[src/rtl/fwd_hazard_unit.sv]
// fwd_hazard_unit: ALU-operand forwarding selects and load-use stall request for the 5-stage core.
// Latency: forward_a/forward_b/stall are combinational; shadow ID/EX, EX/MEM, MEM/WB advance every clk.
// Backpressure: none accepted; raises stall for exactly one cycle per load-use pair, flush overrides it.
//
// Ports:
//   clk, reset        rising-edge clock, asynchronous active-high reset
//   id_valid          ID stage holds a real instruction
//   id_rs1, id_rs2    ID source registers; id_rs2_used qualifies id_rs2
//   id_rd             ID destination; id_reg_write / id_mem_read describe it
//   flush             branch taken in EX, squash the ID instruction
//   forward_a/b       operand selects: 00 regfile, 01 MEM/WB data, 10 EX/MEM ALU result
//   stall             hold PC and IF/ID, bubble into ID/EX
//   stall_count       cumulative stall cycles
//
// Build option: define FWD_STALL_COUNTER_EN to build the stall-cycle counter;
// without it stall_count is tied to 0 but the port is kept.

module fwd_hazard_unit #(
  parameter int REG_ADDR_W = 5,
  parameter int CNT_W      = 32
) (
  input  logic                  clk,
  input  logic                  reset,
  input  logic                  id_valid,
  input  logic [REG_ADDR_W-1:0] id_rs1,
  input  logic [REG_ADDR_W-1:0] id_rs2,
  input  logic                  id_rs2_used,
  input  logic [REG_ADDR_W-1:0] id_rd,
  input  logic                  id_reg_write,
  input  logic                  id_mem_read,
  input  logic                  flush,
  output logic [1:0]            forward_a,
  output logic [1:0]            forward_b,
  output logic                  stall,
  output logic [CNT_W-1:0]      stall_count
);

  // Shadow of the ID/EX pipeline register: only what forwarding and
  // load-use detection need.
  typedef struct packed {
    logic [REG_ADDR_W-1:0] rs1;
    logic [REG_ADDR_W-1:0] rs2;
    logic [REG_ADDR_W-1:0] rd;
    logic                  reg_write;
    logic                  mem_read;
  } idex_t;

  // Shadow of EX/MEM and MEM/WB: the writer identity is all we track.
  typedef struct packed {
    logic [REG_ADDR_W-1:0] rd;
    logic                  reg_write;
  } wr_ctl_t;

  localparam logic [1:0] SEL_RF    = 2'b00;
  localparam logic [1:0] SEL_MEMWB = 2'b01;
  localparam logic [1:0] SEL_EXMEM = 2'b10;

  idex_t   idex_q;
  idex_t   idex_d;
  wr_ctl_t exmem_q;
  wr_ctl_t memwb_q;

  logic rs1_hit;
  logic rs2_hit;
  logic bubble;
  logic exmem_fwd_ok;
  logic memwb_fwd_ok;

  // ------------------------------------------------------------------
  // Load-use detection. The load in EX cannot supply its data until
  // MEM/WB, so a dependent instruction in ID must wait one cycle. A
  // flushed or invalid ID slot never stalls.
  // ------------------------------------------------------------------
  always_comb begin
    rs1_hit = (idex_q.rd == id_rs1);
    rs2_hit = id_rs2_used && (idex_q.rd == id_rs2);
    stall   = id_valid && !flush && idex_q.mem_read &&
              (idex_q.rd != '0) && (rs1_hit || rs2_hit);
  end

  assign bubble = stall || flush || !id_valid;

  // ID/EX next state. Unused rs2 is zeroed so a stale rs2 field can
  // never produce a false forward (x0 is never forwarded).
  always_comb begin
    idex_d = '0;
    if (!bubble) begin
      idex_d.rs1       = id_rs1;
      idex_d.rs2       = id_rs2_used ? id_rs2 : '0;
      idex_d.rd        = id_rd;
      idex_d.reg_write = id_reg_write;
      idex_d.mem_read  = id_mem_read;
    end
  end

  // EX/MEM and MEM/WB always advance; the stall only holds the front
  // end, and the bubble it injects is what drains the load-use pair.
  always_ff @(posedge clk or posedge reset) begin
    if (reset) begin
      idex_q  <= '0;
      exmem_q <= '0;
      memwb_q <= '0;
    end else begin
      idex_q            <= idex_d;
      exmem_q.rd        <= idex_q.rd;
      exmem_q.reg_write <= idex_q.reg_write;
      memwb_q           <= exmem_q;
    end
  end

  // ------------------------------------------------------------------
  // Forwarding selects. EX/MEM is checked first so the youngest
  // producer wins when both stages write the same register.
  // ------------------------------------------------------------------
  always_comb begin
    exmem_fwd_ok = exmem_q.reg_write && (exmem_q.rd != '0);
    memwb_fwd_ok = memwb_q.reg_write && (memwb_q.rd != '0);

    forward_a = SEL_RF;
    if (exmem_fwd_ok && (exmem_q.rd == idex_q.rs1)) begin
      forward_a = SEL_EXMEM;
    end else if (memwb_fwd_ok && (memwb_q.rd == idex_q.rs1)) begin
      forward_a = SEL_MEMWB;
    end

    forward_b = SEL_RF;
    if (exmem_fwd_ok && (exmem_q.rd == idex_q.rs2)) begin
      forward_b = SEL_EXMEM;
    end else if (memwb_fwd_ok && (memwb_q.rd == idex_q.rs2)) begin
      forward_b = SEL_MEMWB;
    end
  end

  // ------------------------------------------------------------------
  // Stall-cycle counter, wraps naturally at 2^CNT_W.
  // ------------------------------------------------------------------
`ifdef FWD_STALL_COUNTER_EN
  logic [CNT_W-1:0] stall_cnt_q;

  always_ff @(posedge clk or posedge reset) begin
    if (reset) begin
      stall_cnt_q <= '0;
    end else if (stall) begin
      stall_cnt_q <= stall_cnt_q + CNT_W'(1);
    end
  end

  assign stall_count = stall_cnt_q;
`else
  assign stall_count = '0;
`endif

endmodule

[config.mk]
export PLATFORM = sky130hd
export DESIGN_NAME = fwd_hazard_unit
export DESIGN_NICKNAME = d
export VERILOG_FILES = /design/src/rtl/fwd_hazard_unit.sv
export SDC_FILE = /design/constraint.sdc
export NUM_CORES = 1
export LEC_CHECK = 0
export ABC_CLOCK_PERIOD_IN_PS = 4440
export BUFFER_PORTS_ARGS = -buffer_cell sky130_fd_sc_hd__buf_2
export CORE_ASPECT_RATIO = 1.5
export CORE_MARGIN = 5
export CORE_UTILIZATION = 38
export DETAILED_ROUTE_END_ITERATION = 16
export SETUP_SLACK_MARGIN = 0.15
export SLEW_MARGIN = 5
export SYNTH_ARGS = -nofsm -noshare
export SYNTH_HDL_FRONTEND = slang
export SYNTH_SLANG_ARGS = --single-unit
[constraint.sdc]
create_clock -name clk -period 4.44 [get_ports clk]
set_input_delay 0.888 -clock clk [delete_from_list [all_inputs] [get_ports clk]]
set_output_delay 0.888 -clock clk [all_outputs]
set_load 0.01 [all_outputs]
==> results_dict.tcl <==
set metrics [dict create \
    crit_chain "buf_2 > xnor2_1 > nand3_1 > o22ai_2 > buf_4 > and2_2 > buf_2" \
    cts.sinks 29 \
    grt_first_pass_wirelength_um 4980 \
    slowest_stage "buf_4" \
    timing.setup.tns_ns 0 \
    setup_slack_ns 1.50 \
    grt_pass1_vias 1128 \
    fill_cells 426 \
    yosys.cell_count.top_type "buf_4" \
    drt-pass1-iter-count 4 \
    cts_root_buffer "clkbuf_8" \
    synth_ff_type "dfrtp_1" \
    yosysSeqAreaShare 0.446 \
    finalHoldViolCount 0 \
    grtUsageTotal 0.108 \
    critPathLaunchType "primary input" \
    ys_seq_elements 29 \
    max-cap-violations 0 \
    whs_path_depth 0 \
    r2r_start "idex_q[3]" \
    vias_per_cell 4.50 \
    final.period_utilization 0.663 \
    rows 29 \
    crit_top_cell "buf_2" \
    synthesis.area_um2 1630 \
    cts_max_path_buffers 2 \
    ys_types 25 \
    yosysTopAreaCell "dfrtp_1" \
    fp.dieH_um 90.1 \
    post-route-min-period_ns 2.94 \
    ant_nets 0 \
    initial_core_util 0.390 \
    synthToLayoutAreaGrowth_pct 7.93 \
    path_depth 7 \
    drc 0 \
    min-delay-start "idex_q[1]" \
    arrival_ns 2.06 \
    startpoint "id_rs1[0]" \
    powerDensity_nw_per_um2 320 \
    critical_path_buf_inv_count 3 \
    rr_worst_depth 4 \
    vias 1036 \
    crit_path_max_incr_delay_ns 0.28 \
    antenna_cells 0 \
    postCtsHoldBufs 0 \
    yosys_warnings 0 \
    cts_buffers 5 \
    syn_avg_cell_area_um2 10.6 \
    postCtsSetupBuffers 0 \
    fmax_mhz 340 \
    relSlewSlack 0.321 \
    nets 205 \
    layout-drive-gt1-share 0.283 \
    cts_tree "done" \
    reg2reg_to "idex_q[1]" \
    crit_path_end "stall" \
    fin_worst_skew_ns 0.00196 \
    core_area_um2 4170 \
    status "completed" \
    path_clk_slew_ns 0.06 \
    netlist_instances 153 \
    hold_path_class "reg2reg" \
    finalMaxSlewViolations 0 \
    synth.top_cell.area_share 0.446 \
    ctsResizeCount 0 \
    ctsHtreeMaxLevel 2 \
    drt-wirelength-per-cell_um 12.8 \
    worst_pin_slew_ns 1.02 \
    async_reset_ff_frac 1.00 \
    setup-violations-final 0 \
    rsz0062_at_grt "false" \
    drt_iter0_markers 25 \
    num_io_pins 59 \
    p_leak_nw 0.912 \
    place_congestion 0.788 \
    cp_max_fo 18 \
    gr-total-overflow 0 \
    r2r_setup_slack_ns 2.84 \
    hpwl_um 2300 \
    crit_type "in2out" \
    required_ns 3.55 \
    port_buffers 26 \
    netlist_top_cells_area "dfrtp_1, buf_4, xnor2_1, xor2_1, a21oi_2" \
    grt_max_degree 30 \
    die_area_um2 5710 \
    path_delay_family "buffers and inverters" \
    antenna_found_initial 0 \
    ir_worst_vdd_mv 0.270 \
    insertion_delay_ns 0.28 \
    synth_edf_count 0 \
    synth_commonest_cells "buf_4, dfrtp_1, xnor2_1" \
    cp-end-kind "output port" \
    fp.dieW_um 63.4 \
    dp_slack_ns 1.50 \
    drt_wl_total_um 2940 \
]
power breakdown:
part / switching (W) / leakage [nW] / internal [W] / total (W)
Sequential: 0.0000101 / 0.391 / 0.000274 / 0.000284
Clock: 0.000101 / 0.0439 / 0.000108 / 0.000209
Combinational: 0.0000423 / 0.477 / 0.0000268 / 0.0000692
Total: 0.000154 / 0.912 / 0.000408 / 0.000562
worst min path at each step:
| stage | endpoint | slack [ns] |
|---|---|---|
| 2_1_floorplan | exmem_q[0] | 0.33 |
| 3_3_place_gp | exmem_q[0] | 0.33 |
| 3_5_place_dp | exmem_q[0] | 0.33 |
| 4_1_cts | exmem_q[0] | 0.35 |
| 5_1_grt | exmem_q[0] | 0.35 |
| 6_report | exmem_q[0] | 0.35 |
layer usage:
| metal | GRT usage | wire [um] | share of wire |
|---|---|---|---|
| met5 | 0 | 0 | 0 |
| met4 | 0.0693 | 112 | 0.038 |
| met3 | 0.0249 | 213 | 0.072 |
| met2 | 0.187 | 1510 | 0.52 |
| met1 | 0.114 | 1100 | 0.37 |
registers in the layout (all words and copies together) (netlist names):
signal and count:
idex_q 17, exmem_q 6, memwb_q 6
worst reg2reg max path: stages, from the launching register on:
cell,delay (ns)
dfrtp_1,0.43
or3_1,0.40
o311a_1,0.31
buf_4,0.22
a21oi_1,0.17
cells by family after synthesis:
family | Yosys count | synth area share
buf+inv | 38 | 0.177
simple gates | 34 | 0.115
flops | 29 | 0.446
other cells | 1 | 0.00231
xor+xnor | 30 | 0.162
compound gates | 21 | 0.0978
cell usage in the layout, fill, tap and decap left out, types with 3 or more instances in the layout:
cell type / count
buf_4: 3
dfrtp_1: 29
xor2_1: 14
xnor2_1: 16
nand2_1: 14
buf_2: 26
clkbuf_8: 5
nand3_1: 8
a21oi_1: 7
or4_1: 4
a21oi_2: 10
conb_1: 32
cell type report:
class / count / area [um2] / share of cell area
clock buffer: 5 / 68.8 / 0.0392
clock inverter: 3 / 17.5 / 0.00999
inverter: 1 / 3.75 / 0.00214
multi-input combinational: 117 / 728 / 0.415
sequential: 29 / 726 / 0.414
tap: 46 / 57.6 / 0.0328
timing repair buffer: 29 / 153 / 0.0870
per-stage QoR:
stage / area [um2] / hold slack [ns] / util / total power, W / std cells
after floorplan: 1740 / 0.331 / - / 0.000357 / 184
after global routing: 1750 / 0.353 / 0.420 / 0.000591 / 230
after CTS: 1750 / 0.348 / 0.420 / 0.000572 / 230
final: 1750 / 0.345 / 0.420 / 0.000562 / 230
after detailed placement: 1670 / 0.335 / 0.400 / 0.000358 / 222
after global placement: 1670 / 0.335 / 0.400 / 0.000358 / 222
Note: power is estimated with default switching activity, not from simulation.
